`config.mk`:
```
export PLATFORM = sky130hd
export DESIGN_NAME = instr_fetch_unit_flat
export DESIGN_NICKNAME = d
export VERILOG_FILES = /design/src/rtl/instr_fetch_unit_if.sv /design/src/rtl/instr_fetch_unit.sv /design/src/flat_wrapper.sv
export SDC_FILE = /design/constraint.sdc
export NUM_CORES = 1
export LEC_CHECK = 0
export BUFFER_PORTS_ARGS = -buffer_cell sky130_fd_sc_hd__buf_4
export CAP_MARGIN = 20
export CORE_AREA = 2 2 126 152
export DETAILED_ROUTE_END_ITERATION = 16
export DIE_AREA = 0 0 128 154
export PLACE_DENSITY = 0.91
export SETUP_SLACK_MARGIN = 0.02
export SYNTH_ARGS = -nofsm -noshare
export SYNTH_HDL_FRONTEND = slang
export SYNTH_SLANG_ARGS = --single-unit
```
`constraint.sdc`:
```
create_clock -name clk -period 7.8 [get_ports clk]
set_input_delay 0.39 -clock clk [delete_from_list [all_inputs] [get_ports clk]]
set_output_delay 0.39 -clock clk [all_outputs]
set_load 0.005 [all_outputs]
```
`src/rtl/instr_fetch_unit_if.sv`:
```
// Signal bundle between the instruction fetch unit, its requester and the byte-wide instruction memory.
// Handshakes: start is taken only while busy=0. mem_rd is a one-cycle strobe with at most one read outstanding,
// and mem_rvalid (with mem_rdata/mem_err) answers it one or more cycles later.
// The result is held on out_valid until a rising edge sees out_valid && out_ready.
interface instr_fetch_unit_if;
   logic        start;
   logic [63:0] pc;
   logic        mem_rd;
   logic [63:0] mem_addr;
   logic        mem_rvalid;
   logic [7:0]  mem_rdata;
   logic        mem_err;
   logic        out_valid;
   logic        out_ready;
   logic [79:0] instr_bytes;
   logic [3:0]  instr_len;
   logic [63:0] valP;
   logic        instr_valid;
   logic        imem_error;
   logic        busy;

   modport slave (
      input  start, pc, mem_rvalid, mem_rdata, mem_err, out_ready,
      output mem_rd, mem_addr, out_valid, instr_bytes, instr_len, valP,
             instr_valid, imem_error, busy
   );

   modport master (
      output start, pc, mem_rvalid, mem_rdata, mem_err, out_ready,
      input  mem_rd, mem_addr, out_valid, instr_bytes, instr_len, valP,
             instr_valid, imem_error, busy
   );
endinterface

```
`src/rtl/instr_fetch_unit.sv`:
```
// Byte-serial Y86-64 instruction fetch: reads one byte per request, decodes the length from the first icode,
// and presents the assembled instruction (or a fault) until the consumer accepts it.
module instr_fetch_unit #(
   parameter int unsigned MEM_SIZE = 1024
) (
   input  logic                clk,
   input  logic                reset_n,
   instr_fetch_unit_if.slave   bus,
   output logic [2:0]          dbgState
);

   typedef enum logic [2:0] {
      IDLE  = 3'd0,
      ISSUE = 3'd1,
      WAIT  = 3'd2,
      DONE  = 3'd3,
      ERR   = 3'd4
   } fetchState_t;

   fetchState_t state, nextState;

   logic [63:0] base;
   logic [63:0] addr;
   logic [3:0]  cnt;
   logic [3:0]  cntInc;
   logic [3:0]  lenReg;
   logic [3:0]  lenNow;
   logic [79:0] bytesReg;
   logic        validReg;
   logic        outOfRange;
   logic        rdStrobe;
   logic        byteOk;

   function automatic logic [3:0] decodeLen(input logic [3:0] icode);
      logic [3:0] len;
      case (icode)
         4'h0, 4'h1, 4'h9:        len = 4'd1;
         4'h2, 4'h6, 4'hA, 4'hB:  len = 4'd2;
         4'h7, 4'h8:              len = 4'd9;
         4'h3, 4'h4, 4'h5:        len = 4'd10;
         default:                 len = 4'd1;
      endcase
      return len;
   endfunction

   assign addr       = base + {60'd0, cnt};
   assign outOfRange = (addr >= 64'(MEM_SIZE));
   assign cntInc     = cnt + 4'd1;
   assign byteOk     = bus.mem_rvalid && !bus.mem_err;
   // The length is only known once byte 0 arrives, so that cycle uses the freshly decoded value.
   assign lenNow     = (cnt == 4'd0) ? decodeLen(bus.mem_rdata[7:4]) : lenReg;

   always_ff @(posedge clk or negedge reset_n) begin
      if (!reset_n) begin
         state <= IDLE;
      end else begin
         state <= nextState;
      end
   end

   always_comb begin
      nextState = state;
      case (state)
         IDLE: begin
            if (bus.start) nextState = ISSUE;
         end
         ISSUE: begin
            nextState = outOfRange ? ERR : WAIT;
         end
         WAIT: begin
            if (bus.mem_rvalid) begin
               if (bus.mem_err)          nextState = ERR;
               else if (cntInc == lenNow) nextState = DONE;
               else                      nextState = ISSUE;
            end
         end
         DONE, ERR: begin
            if (bus.out_ready) nextState = IDLE;
         end
         default: nextState = IDLE;
      endcase
   end

   always_ff @(posedge clk or negedge reset_n) begin
      if (!reset_n) begin
         base     <= 64'd0;
         cnt      <= 4'd0;
         bytesReg <= 80'd0;
         lenReg   <= 4'd0;
         validReg <= 1'b0;
      end else begin
         if (state == IDLE && bus.start) begin
            base     <= bus.pc;
            cnt      <= 4'd0;
            bytesReg <= 80'd0;
            lenReg   <= 4'd0;
            validReg <= 1'b0;
         end else if (state == WAIT && byteOk) begin
            for (int k = 0; k < 10; k++) begin
               if (cnt == 4'(k)) bytesReg[k*8 +: 8] <= bus.mem_rdata;
            end
            if (cnt == 4'd0) begin
               lenReg   <= lenNow;
               validReg <= (bus.mem_rdata[7:4] <= 4'hB);
            end
            // On the final byte cnt stays put; in ERR it counts the bytes that did arrive.
            if (cntInc != lenNow) cnt <= cntInc;
         end
      end
   end

   assign rdStrobe         = (state == ISSUE) && !outOfRange;
   assign bus.mem_rd       = rdStrobe;
   assign bus.mem_addr     = rdStrobe ? addr : 64'd0;
   assign bus.out_valid    = (state == DONE) || (state == ERR);
   assign bus.instr_bytes  = bytesReg;
   assign bus.instr_len    = (state == ERR) ? cnt : lenReg;
   assign bus.valP         = (state == ERR) ? base : base + {60'd0, lenReg};
   assign bus.instr_valid  = (state == DONE) && validReg;
   assign bus.imem_error   = (state == ERR);
   assign bus.busy         = (state != IDLE);
   assign dbgState         = state;

endmodule

```
`src/flat_wrapper.sv`:
```
// flat-port wrapper written by rule: the top's interface ports become plain ports
module instr_fetch_unit_flat 
#(
   parameter int unsigned MEM_SIZE = 1024
)
  (clk, reset_n, dbgState, bus_start, bus_pc, bus_mem_rvalid, bus_mem_rdata, bus_mem_err, bus_out_ready, bus_mem_rd, bus_mem_addr, bus_out_valid, bus_instr_bytes, bus_instr_len, bus_valP, bus_instr_valid, bus_imem_error, bus_busy);
  instr_fetch_unit_if bus_i ();
  input  logic clk;
  input  logic reset_n;
  output logic [2:0] dbgState;
  input wire logic [$bits(bus_i.start)-1:0] bus_start;
  input wire logic [$bits(bus_i.pc)-1:0] bus_pc;
  input wire logic [$bits(bus_i.mem_rvalid)-1:0] bus_mem_rvalid;
  input wire logic [$bits(bus_i.mem_rdata)-1:0] bus_mem_rdata;
  input wire logic [$bits(bus_i.mem_err)-1:0] bus_mem_err;
  input wire logic [$bits(bus_i.out_ready)-1:0] bus_out_ready;
  output wire logic [$bits(bus_i.mem_rd)-1:0] bus_mem_rd;
  output wire logic [$bits(bus_i.mem_addr)-1:0] bus_mem_addr;
  output wire logic [$bits(bus_i.out_valid)-1:0] bus_out_valid;
  output wire logic [$bits(bus_i.instr_bytes)-1:0] bus_instr_bytes;
  output wire logic [$bits(bus_i.instr_len)-1:0] bus_instr_len;
  output wire logic [$bits(bus_i.valP)-1:0] bus_valP;
  output wire logic [$bits(bus_i.instr_valid)-1:0] bus_instr_valid;
  output wire logic [$bits(bus_i.imem_error)-1:0] bus_imem_error;
  output wire logic [$bits(bus_i.busy)-1:0] bus_busy;
  assign bus_i.start = bus_start;
  assign bus_i.pc = bus_pc;
  assign bus_i.mem_rvalid = bus_mem_rvalid;
  assign bus_i.mem_rdata = bus_mem_rdata;
  assign bus_i.mem_err = bus_mem_err;
  assign bus_i.out_ready = bus_out_ready;
  assign bus_mem_rd = bus_i.mem_rd;
  assign bus_mem_addr = bus_i.mem_addr;
  assign bus_out_valid = bus_i.out_valid;
  assign bus_instr_bytes = bus_i.instr_bytes;
  assign bus_instr_len = bus_i.instr_len;
  assign bus_valP = bus_i.valP;
  assign bus_instr_valid = bus_i.instr_valid;
  assign bus_imem_error = bus_i.imem_error;
  assign bus_busy = bus_i.busy;
  instr_fetch_unit #(.MEM_SIZE(MEM_SIZE)) u_core (.clk(clk), .reset_n(reset_n), .bus(bus_i), .dbgState(dbgState));
endmodule
```
# Word-level counts from Yosys, hierarchy flattened
# Memory sizes are Yosys's and may differ from the RTL's.
# Index checks and enable logic that the tools add are counted.
# word_totals
ff_bits,156
out_inout_bits,220
romBits,48
word_cells,107
inputBits,78
mem_count,1
# op_classes
n_reduce_logical,36
muxes,32
eq_ne,18
addsub,3
magnitude_cmp,2
# memory_table
memory,words,width,read_ports,rd_ports_with_merged_regs,write_ports,line_no,rtl
(no name shown),16,3,1,0,0,instr_fetch_unit.sv:36,case (icode)
# ops
cell,n
two-way mux 80 bit,2
adder 64 x 4 -> 64 bit,2
two-way mux 64 bit,2
two-way mux 8 bit,10
">= comparator 64 x 11 -> 1 bit, second input constant",1
two-way mux 4 bit,8
nonzero test 2 bit,12
AND reduction 2 bit,11
"equality test 4 x 3 -> 1 bit, second input constant",4
two-way mux 3 bit,5
case mux 3 bit (4 select lines),1
"equality test 4 x 2 -> 1 bit, second input constant",2
"equality test 4 bit, second input constant",2
"equality test 3 x 2 -> 1 bit, second input constant",2
"!= test 2 bit, second input constant",3
logical AND 1 bit,5
"adder 4 x 1 -> 4 bit, second input constant",1
"equality test 4 x 1 -> 1 bit, second input constant",1
equality test 4 bit,1
"less-or-equal comparator 4 bit, second input constant",1
zero test 4 bit,1
!= test 4 bit,1
"equality test 3 x 1 -> 1 bit, second input constant",1
"equality test 3 bit, second input constant",1
other kinds (8),11

# Logic depth before layout (Yosys ltp)
# Gate-level depths: netlist of run 1.
# depth
ltp_word,7
ltp_mapped,14
depth_no_buf,12

# Least setup slack after synthesis of run 1
# OpenSTA, ideal clock, no wires.
# synth_timing
kind,register -> output
from,register u_core.cnt[0]
to,output port bus_mem_addr[4]
t_required_ns,7.410
slack_ns,3.636
t_arrival_ns,3.774
path_buffers,1
stages_incl_launch_ff,14
path_cell_list,dfrtp_1 > ha_1 > inv_1 > fa_1 > nand2b_1 > a211oi_2 > nand3_1 > o31a_1 > nor4_2 > o2111ai_1 > or4b_1 > or4_4 > buf_6 > nor2_2
# synth_via
elab_chain_len,5
# synth_rtl
item,line_no,rtl
"start, declared",instr_fetch_unit.sv:24,logic [3:0] cnt;
"start signal, assigned",instr_fetch_unit.sv:107,if (cntInc != lenNow) cnt <= cntInc;
adder 64 x 4 -> 64 bit *,instr_fetch_unit.sv:46,"assign addr = base + {60'd0, cnt};"
>= comparator 64 x 11 -> 1 bit,instr_fetch_unit.sv:47,assign outOfRange = (addr >= 64'(MEM_SIZE));
zero test 1 bit,instr_fetch_unit.sv:112,assign rdStrobe = (state == ISSUE) && !outOfRange;
logical AND 1 bit,instr_fetch_unit.sv:112,
two-way mux 64 bit *,instr_fetch_unit.sv:114,assign bus.mem_addr = rdStrobe ? addr : 64'd0;
"end, declared",flat_wrapper.sv:18,output wire logic [$bits(bus_i.mem_addr)-1:0] bus_mem_addr;
# Mark *: on every way between the ends. The rest lies on a longest branch, timed or not.

# Final worst setup path of run 1
# layout_timing
from,register u_core.cnt[0]
to,output port bus_mem_addr[3]
# The elaborated chain is that of the path after synthesis.

==> results of run 1 <==
==> state kept, by name, summed over array words and instances (netlist names) <==
name                    count
u_core.dbgState             3
u_core.lenReg               4
u_core.cnt                  4
u_core.base                64
u_core.validReg             1
u_core.bus.instr_bytes     80
==> worst paths after layout <==
path                                       startpoint                         end  slack [ns]  depth (start not counted)
setup / recovery                        u_core.cnt[0]             bus_mem_addr[3]        2.25                         13
hold / removal                                reset_n             u_core.base[16]        0.06                          1
setup reg to reg                        u_core.cnt[0]          u_core.dbgState[1]        3.19                         12
hold reg to reg            u_core.bus.instr_bytes[20]  u_core.bus.instr_bytes[20]        0.52                          2
max in group asynchronous                     reset_n  u_core.bus.instr_bytes[18]        6.42                          2
min in group clk                           bus_pc[63]             u_core.base[63]        0.14                          3
==> report_power, final <==
part           total, mW  switching [mW]  internal (mW)
Clock              0.845           0.413          0.432
Sequential          1.42           0.452          0.967
Combinational       1.18           0.611          0.564
==> synth_stat cells, types with 7 or more instances <==
master / instances / area [µm²]
dfrtp_1: 156 / 3900
nor2_2: 8 / 50.1
nand4_1: 39 / 244
buf_4: 59 / 443
mux2i_1: 20 / 200
buf_2: 24 / 120
inv_1: 21 / 78.8
nand3_1: 99 / 495
xor2_1: 38 / 333
nor3b_1: 7 / 52.6
and3_1: 19 / 119
clkbuf_1: 68 / 255
ha_1: 12 / 150
and2_1: 8 / 50.1
o21ai_0: 24 / 120
nor2_1: 77 / 289
and4_1: 11 / 96.3
nor4_1: 17 / 106
nand2_1: 326 / 1220
xnor2_1: 53 / 464
a21oi_1: 76 / 380
nor3_1: 27 / 135
==> through the flow <==
step	area [µm²]	util (%)
2_1_floorplan	10400	-
3_3_place_gp	11800	65.1
3_5_place_dp	11800	65.1
4_1_cts	12400	68.4
5_1_grt	12400	68.4
6_report	12400	68.4
==> worst reg2reg max path: stages (launching register included) <==
cell and delay [ns]:
dfrtp_1 0.48, ha_1 0.21, inv_1 0.05, fa_1 0.39, nand2b_1 0.19, a211oi_2 0.57
nand3_1 0.54, o31a_1 0.45, nor4_2 0.22, o2111ai_1 0.13, or4b_1 0.59, or4_4 0.64
nand2_1 0.11
==> layout make-up <==
type,instances,share of cell area (%)
multi-input combinational,1021,45.6
sequential,156,31.5
timing repair buffer,250,15.2
clock buffer,17,3.44
tap,224,2.26
clock inverter,15,1.39
inverter,21,0.636
==> logic make-up after synthesis <==
logic type / count (synthesis) / synth area share [%]
buffers and inverters: 175 / 8.94
xor gates and xnor gates: 91 / 7.78
muxes: 27 / 2.72
DFF: 156 / 38.1
and+or+nand+nor: 683 / 31.6
other: 1 / 0.0366
adders and majority gates: 14 / 1.86
AOI/OAI and AO/OA: 152 / 8.99
==> metal layers <==
layer	share of wire, %	global-route usage [%]	vias to the layer above
li1	-	-	4637
met4	3.4	12.7	0
met2	49	56.7	617
met1	37	42.1	4813
met5	0	0	-
met3	10	8.77	101
==> metrics.cfg, run 1 <==
[status]
status=finished clean

[placement]
io_buffers=243
place_inst=1672
hpwl_um=24400
dp_slack_ns=2.80
routabilityCongestion=0.963

[critical_path]
startpoint_type=register
crit_buf_inv=2
critPathMaxFanout=13
cp.required_ns=7.41
critPathMaxStageDelay_ns=0.64
path_delay_family=simple AND/OR/NAND/NOR gates
worstSetupEndpointType=primary output
crit_type=reg -> out
crit_arrival_ns=5.16
slowest_stage=or4_4
path_cells=ha_1 > inv_1 > fa_1 > nand2b_1 > a211oi_2 > nand3_1 > o31a_1 > nor4_2 > o2111ai_1 > or4b_1 > or4_4 > nor2_1 > buf_4

[yosys]
avgSynthCellArea_um2=7.89
syn_inst=1299
synth_warnings=0
synth_area_mm2=0.0102
yosys.cell_types.count=70
synth.yosys.seq_area_share_pct=38.1
synth_edf_count=0
ys_ff_latch=156
async_flop_share_pct=100
ys.flop_type=dfrtp_1

[final_layout]
final_cell_mix=nand2_1, buf_4, dfrtp_1, nand3_1, nor2_1
seqCellArea_mm2=0.00390
syn_to_final_growth_pct=20.8
fin_nets=1559
final_cells=1704
antennaDiodeCount=0
drive_gt1_share_pct=21.5
layout_commonest_cell=nand2_1
n_fill_cell=1445
multi_input_area_mm2=0.00564

[hold_path]
worst_hold_path_type=in -> async

[floorplan]
rows=54
pin_count=298
die_h_um=154
start_util_pct=56.6
die_w_um=128
dieArea_mm2=0.0197
core_area_mm2=0.0181

[grt]
antenna_found_initial=0
overflow=0
globalRouteTotalUtil_pct=33.9
grt_pass1_wl_um=52500
grt_max_degree=102
first_global_vias=9802

[routing]
ant_nets=0
routed_wl_um=33700
wire_per_inst_um=19.8
drt_iter0_drc=1247
vias_per_cell=5.97
route.vias.total=10168
drc=0
dr.pass1.iters=9

[pwr]
vdd_drop_max_mv=0.158
p_total_mw=3.44
p_per_area_mw_per_mm2=278
p_leak_nw=5.86

[clocking]
cts_tree=yes
clkSinkCount=156
root_buffer=clkbuf_16
htree_levels=4
post_cts_buffers=0
cts_buffers=17
cts_resized=0
clockBufferDepth=2
insertion_delay_ns=0.44
cts_hold_buf=0
clk_pin_slew_ns=0.07

[timing]
fin_crit_ns=5.55
finalClockSkew_ns=0.00991
min_period_over_period_pct=71.1
finalHoldViolations=0
worst_pin_slew_ns=1.05
relSlewSlack_pct=30.1
setup_ws_ns=2.25
finalSetupViolCount=0
drv_slew=0
hold_slack_ns=0.0595
max_freq_ghz=0.180
setup_tns_ns=0
rsz0062_at_grt=no

[flow_run]
drv_cap=0

Note: power is estimated with default switching activity, not from simulation.
==> run 2, diff against run 1 <==
--- a/config.mk
+++ b/config.mk
@@ -5,12 +5,13 @@
 export SDC_FILE = /design/constraint.sdc
 export NUM_CORES = 1
 export LEC_CHECK = 0
+export ABC_AREA = 1
 export BUFFER_PORTS_ARGS = -buffer_cell sky130_fd_sc_hd__buf_4
 export CAP_MARGIN = 20
-export CORE_AREA = 2 2 126 152
+export CORE_AREA = 2 2 139 168
 export DETAILED_ROUTE_END_ITERATION = 16
-export DIE_AREA = 0 0 128 154
-export PLACE_DENSITY = 0.91
+export DIE_AREA = 0 0 141 170
+export PLACE_DENSITY = 0.82
 export SETUP_SLACK_MARGIN = 0.02
 export SYNTH_ARGS = -nofsm -noshare
 export SYNTH_HDL_FRONTEND = slang
==> constraint.sdc (replaced) <==
create_clock -name clk -period 4.7 [get_ports clk]
set_input_delay 0.235 -clock clk [delete_from_list [all_inputs] [get_ports clk]]
set_output_delay 0.235 -clock clk [all_outputs]
set_load 0.005 [all_outputs]
==> metrics.cfg, run 2 <==
[timing]
finalSetupViolCount=0  ; unchanged
max_freq_ghz=0.226
fin_crit_ns=4.42
relSlewSlack_pct=27.2  ; -2.9 points
drv_slew=0  ; unchanged
min_period_over_period_pct=94.1
finalHoldViolations=0  ; unchanged
setup_tns_ns=0  ; unchanged
worst_pin_slew_ns=1.09  ; +0.0437 ns
rsz0062_at_grt=no
finalClockSkew_ns=0.0154  ; +0.00548 ns

[yosys]
yosys.cell_types.count=43  ; -39%
synth.yosys.seq_area_share_pct=36.4  ; -1.7 points
synth_edf_count=0  ; unchanged
async_flop_share_pct=100  ; unchanged
synth_commonest_cells=nand2_1, nor2_1, dfrtp_1
synth_warnings=0  ; unchanged
synth_top_area_share_pct=36.4  ; -1.7 points
synth_top_cell_by_area=dfrtp_1
synth_area_leaders=dfrtp_1, nand2_1, nor2_1, o21ai_0, xor2_1
ys.flop_type=dfrtp_1
ys_ff_latch=156  ; unchanged
yosysMostFrequentCell=nand2_1
avgSynthCellArea_um2=6.80  ; -14%
syn_inst=1577  ; +21%
synth_area_mm2=0.0107  ; +4.7%

[clocking]
clk_pin_slew_ns=0.08  ; about the same
cts_buffers=17  ; unchanged
htree_levels=4  ; unchanged
clkSinkCount=156  ; unchanged
post_cts_buffers=0  ; unchanged
cts_tree=yes
cts_hold_buf=30  ; +30
cts_resized=0  ; unchanged
clockBufferDepth=2  ; unchanged
insertion_delay_ns=0.45  ; about the same
root_buffer=clkbuf_16

[grt]
globalRouteTotalUtil_pct=34.5  ; +0.64 points
grt_pass1_wl_um=62700  ; +19%
first_global_vias=11002  ; +12%
overflow=0  ; unchanged
grt_max_degree=87  ; -15%
antenna_found_initial=0  ; unchanged

[status]
status=finished clean

[floorplan]
die_h_um=170  ; +10%
rows=60  ; +11%
dieArea_mm2=0.0240  ; +22%
start_util_pct=48.1  ; -8.5 points
die_w_um=141  ; +10%
core_area_mm2=0.0223  ; +23%
pin_count=298  ; unchanged

[hold_path]
worst_hold_path_type=in -> reg
min_from=bus_pc[17]
min_to=u_core.base[17]
min_path_cells=3

[critical_path]
critPathMaxFanout=12  ; -1
crit_arrival_ns=4.19  ; -0.97 ns
crit_buf_inv=3  ; +1
crit_type=reg -> out
path_cells=ha_1 > inv_1 > fa_1 > inv_1 > nand2_1 > nand2_1 > nand3_1 > nor2_4 > nand2_1 > nand2_1 > nand2_1 > nor2_1 > nand2_1 > nor2_1 > nand3_1 > nor2_1 > nand3_2 > a21oi_1 > buf_4
startpoint_type=register
path_delay_family=simple AND/OR/NAND/NOR gates
worstSetupEndpointType=primary output
slowest_stage=dfrtp_1
r2r.worst_path.cells=20  ; +8
cp.depth=19  ; +6
r2r_slack_ns=1.01  ; -2.18 ns
reg2reg_from=u_core.cnt[0]
setup.worst_path.start=u_core.cnt[0]
path_common_cell=nand2_1
critPathMaxStageDelay_ns=0.48  ; -0.16 ns
cp.required_ns=4.47  ; -2.94 ns
regToRegEndpoint=u_core.dbgState[1]

[final_layout]
n_fill_cell=2073  ; +43%
final_cells=2142  ; +26%
drive_gt1_share_pct=19.0  ; -2.5 points
seqCellArea_mm2=0.00390  ; unchanged
antennaDiodeCount=0  ; unchanged
fin_util_pct=60.8  ; -7.5 points
final_cell_mix=nand2_1, buf_4, nor2_1, dfrtp_1, inv_1
largest_reg_flops=80  ; unchanged
final_cell_area_mm2=0.0136  ; +9.5%
fin_nets=1942  ; +25%
layout_commonest_cell=nand2_1
syn_to_final_growth_pct=26.5
multi_input_area_mm2=0.00589  ; +4.3%

[routing]
drt_iter0_drc=853  ; -32%
drc=0  ; unchanged
ant_nets=0  ; unchanged
routed_wl_um=41500  ; +23%
vias_per_cell=5.32  ; -11%
route.vias.total=11397  ; +12%
wire_per_inst_um=19.4  ; -2.0%
dr.pass1.iters=6  ; -3

[placement]
place_inst=2075  ; +24%
hpwl_um=33200  ; +36%
io_buffers=243  ; unchanged
routabilityCongestion=1.02  ; +5.9%
place_area_mm2=0.0126  ; +7.2%

[pwr]
vdd_drop_max_mv=0.385  ; +140%
p_leak_nw=6.79  ; +16%
switchingPower_mw=3.58  ; +140%
p_total_mw=7.83  ; +130%
combPwrFrac_pct=46.3  ; +12 points
swShare_pct=45.8  ; +2.8 points
p_per_area_mw_per_mm2=577  ; +110%
clock_power_share_pct=18.3  ; -6.3 points
p_seq_share_pct=35.5  ; -5.8 points
internal_power_mw=4.25  ; +120%

[flow_run]
drv_cap=0  ; unchanged

[run 2: kinds of logic (layout without fill, tap and decap cells)]
group	after synthesis	after routing	synth area share, %
AND/OR/NAND/NOR	896	896	35.4
flip-flops	156	156	36.4
AO/OA/AOI/OAI	185	185	9.19
adder cells (fa/ha/maj)	14	14	1.77
buffers and inverters	244	477	10.6
XOR/XNOR	81	81	6.61
other	1	54	0.0350
[run 2: worst register-to-register path: stages, from the launching register on]
cell	delay (ns)
dfrtp_1	0.48
ha_1	0.29
inv_1	0.11
fa_1	0.42
inv_1	0.12
nand2_1	0.07
nand2_1	0.09
nand3_1	0.22
nor2_4	0.24
nand2_1	0.13
nand2_1	0.08
nand2_1	0.11
nor2_1	0.12
nand2_1	0.06
nor2_1	0.15
nand3_1	0.09
nor2_1	0.13
nand3_2	0.39
nand2_1	0.23
nand2_1	0.07
nand2_1	0.06
[run 2: cell type report]
cell class	instances	share of cell area (%)
clock buffer	17	3.14
timing repair buffer	288	16.6
sequential	156	28.8
tap	279	2.57
clock inverter	15	1.20
multi-input combinational	1230	43.4
inverter	157	4.34
[run 2: worst max-delay path by stage]
stage,slack [ns],end
2_1_floorplan,1.81,bus_mem_addr[4]
3_3_place_gp,0.98,bus_mem_addr[2]
3_5_place_dp,0.83,bus_mem_addr[2]
4_1_cts,0.32,bus_mem_addr[2]
5_1_grt,0.06,bus_mem_addr[2]
6_report,0.28,bus_mem_addr[2]
[run 2: power by group through the flow]
stage               registers [mW]  clock network [mW]  logic, mW
finish                        2.78                1.43       3.62
global route                  2.83                1.49       4.02
CTS                           2.74                1.44       3.58
detailed placement            2.73                   0       3.56
global placement              2.73                   0       3.50
floorplan                     2.48                   0       1.85
[run 2: routing by layer]
layer	part of all wire [%]	track usage, %	up-vias
li1	-	-	5380
met1	38	41.2	5285
met2	48	58.5	608
met3	7.8	6.33	124
met4	6.2	19.7	0
met5	0	0	-
[run 2: through the flow]
stage / setup WS (ns) / hold slack, ns
after global placement: 0.985 / 0.231
after detailed placement: 0.834 / 0.233
after CTS: 0.318 / 0.000689
final: 0.279 / 0.00607
after global routing: 0.0574 / 0.00770
after floorplan: 1.81 / -0.0606
==> run 3, diff against run 2 <==
--- a/config.mk
+++ b/config.mk
@@ -12,7 +12,7 @@
 export DETAILED_ROUTE_END_ITERATION = 16
 export DIE_AREA = 0 0 141 170
 export PLACE_DENSITY = 0.82
-export SETUP_SLACK_MARGIN = 0.02
+export SETUP_SLACK_MARGIN = 0.5
 export SYNTH_ARGS = -nofsm -noshare
 export SYNTH_HDL_FRONTEND = slang
 export SYNTH_SLANG_ARGS = --single-unit
==> metrics.cfg, run 3 (synthesis results as in run 2) <==
[critical_path]
critPathMaxFanout=7  ; -5
regToRegEndpoint=u_core.dbgState[1]
r2r_slack_ns=1.22  ; +0.21 ns
r2r.worst_path.cells=22  ; +10%
worstSetupEndpointType=primary output
startpoint_type=register
crit_type=reg -> out
reg2reg_from=u_core.cnt[0]
endpoint=bus_mem_addr[1]
crit_arrival_ns=3.78  ; -0.41 ns
cp.required_ns=4.47  ; about the same
setup.worst_path.start=u_core.cnt[0]

[floorplan]
pin_count=298  ; unchanged
dieArea_mm2=0.0240  ; unchanged
start_util_pct=48.1  ; unchanged
core_area_mm2=0.0223  ; unchanged
rows=60  ; unchanged
die_h_um=170  ; unchanged
die_w_um=141  ; unchanged

[grt]
overflow=0  ; unchanged
grt_pass1_wl_um=62900  ; +0.42%
globalRouteTotalUtil_pct=34.6  ; +0.098 points
grt_max_degree=87  ; unchanged
first_global_vias=11014  ; +0.11%
antenna_found_initial=0  ; unchanged

[clocking]
insertion_delay_ns=0.45  ; about the same
clkSinkCount=156  ; unchanged
root_buffer=clkbuf_16
cts_buffers=17  ; unchanged
htree_levels=4  ; unchanged
cts_tree=yes
clockBufferDepth=2  ; unchanged
clk_pin_slew_ns=0.07  ; about the same

[routing]
drt_iter0_drc=952  ; +12%
routed_wl_um=41800  ; +0.69%
dr.pass1.iters=7  ; +1
drc=0  ; unchanged
vias_per_cell=5.32  ; about the same
ant_nets=0  ; unchanged
route.vias.total=11418  ; +0.18%
wire_per_inst_um=19.5  ; +0.46%

[timing]
max_freq_ghz=0.249  ; +10%
finalClockSkew_ns=0.0152  ; -0.000240 ns
setup_tns_ns=0  ; unchanged
finalHoldViolations=0  ; unchanged
worst_pin_slew_ns=1.11  ; +0.0184 ns
finalSetupViolCount=0  ; unchanged
fin_crit_ns=4.01  ; -0.408 ns
drv_slew=0  ; unchanged
relSlewSlack_pct=25.2  ; -1.9 points
rsz0062_at_grt=no
setup_ws_ns=0.687  ; +0.408 ns
min_period_over_period_pct=85.4  ; -8.7 points

[final_layout]
n_fill_cell=2055  ; -0.87%
final_cell_mix=nand2_1, buf_4, nor2_1, dfrtp_1, inv_1
layout_commonest_cell=nand2_1
antennaDiodeCount=0  ; unchanged
largest_reg_flops=80  ; unchanged
fin_nets=1947  ; +0.26%
syn_to_final_growth_pct=27.2
drive_gt1_share_pct=19.6  ; +0.59 points

[status]
status=finished clean

[pwr]
p_leak_nw=6.81  ; +0.36%
p_per_area_mw_per_mm2=574  ; -0.44%
vdd_drop_max_mv=0.383  ; -0.40%

[placement]
dp_slack_ns=0.834  ; unchanged
hpwl_um=33200  ; unchanged
routabilityCongestion=1.02  ; unchanged
io_buffers=243  ; unchanged

[hold_path]
worst_hold_path_type=in -> reg

[flow_run]
drv_cap=0  ; unchanged

-- run 3: changes by cell type in the layout (fill, tap and decap cells not counted), sizes merged --
cell and change:
buf +5
-- run 3: power breakdown --
part / internal, mW / total [mW] / switching, mW
logic: 1.56 / 3.64 / 2.07
registers: 1.97 / 2.77 / 0.804
clock network: 0.716 / 1.43 / 0.715
total: 4.25 / 7.84 / 3.59
-- run 3: area by class of cell --
type | instances | area (µm²) | share of cell area [%]
Tap cell | 279 | 349 | 2.56
Timing Repair Buffer | 293 | 2300 | 16.8
Clock buffer | 17 | 425 | 3.12
Multi-Input combinational cell | 1230 | 5920 | 43.4
Sequential cell | 156 | 3910 | 28.6
Inverter | 157 | 589 | 4.32
Clock inverter | 15 | 163 | 1.19
-- run 3: critical path: stages (launching register included) --
cell,delay [ns]
dfrtp_2,0.44
ha_2,0.25
inv_1,0.09
fa_1,0.41
inv_1,0.11
nand2_1,0.07
nand2_1,0.10
nand2_1,0.16
nor2_4,0.18
nand2_2,0.14
nor2_1,0.13
nor2_1,0.05
nor2_2,0.17
nand3_1,0.10
nor2_1,0.13
nand3_1,0.09
nor2_2,0.15
nand3_4,0.14
buf_4,0.21
nor2_2,0.09
buf_4,0.12
-- run 3: per-layer routing --
metal  track usage, %  share of wire [%]  vias up
met1             41.4                 38     5276
met3             6.56                8.0      126
met2             58.9                 48      621
met4             19.0                6.0        0
li1                 -                  -     5395
met5                0                  0        -
-- run 3: repair_timing --
action | 4_1_cts | 5_1_grt
pin swaps | 1 | 1
hold buffers | 30 | 0
endpoints found under the hold margin | 86 | 0
gates resized for setup | 1 | 7
setup buffers | 4 | 1
endpoints found under the setup margin | 10 | 15
-- run 3: worst min path at each step --
stage                from  cells past startpoint  slack [ns]              end
2_1_floorplan     reset_n                      0       -0.06   u_core.base[0]
6_report       bus_pc[47]                      3       0.003  u_core.base[47]
4_1_cts        bus_pc[27]                      3      0.0007  u_core.base[27]
3_3_place_gp      reset_n                      1        0.23  u_core.base[15]
5_1_grt        bus_pc[17]                      3       0.007  u_core.base[17]
3_5_place_dp      reset_n                      1        0.23  u_core.base[15]
-- run 3: through the flow --
| step | cell area [µm²] | cells | hold WS [ns] | utilization, % | total power, mW |
|---|---|---|---|---|---|
| after global routing | 13600 | 2147 | 0.00679 | 61.2 | 8.35 |
| after CTS | 13600 | 2141 | 0.000689 | 60.9 | 7.76 |
| after detailed placement | 12600 | 2075 | 0.233 | 56.7 | 6.30 |
| final | 13600 | 2147 | 0.00252 | 61.2 | 7.84 |
| after global placement | 12600 | 2075 | 0.231 | 56.7 | 6.23 |
| after floorplan | 10900 | 1630 | -0.0606 | - | 4.33 |
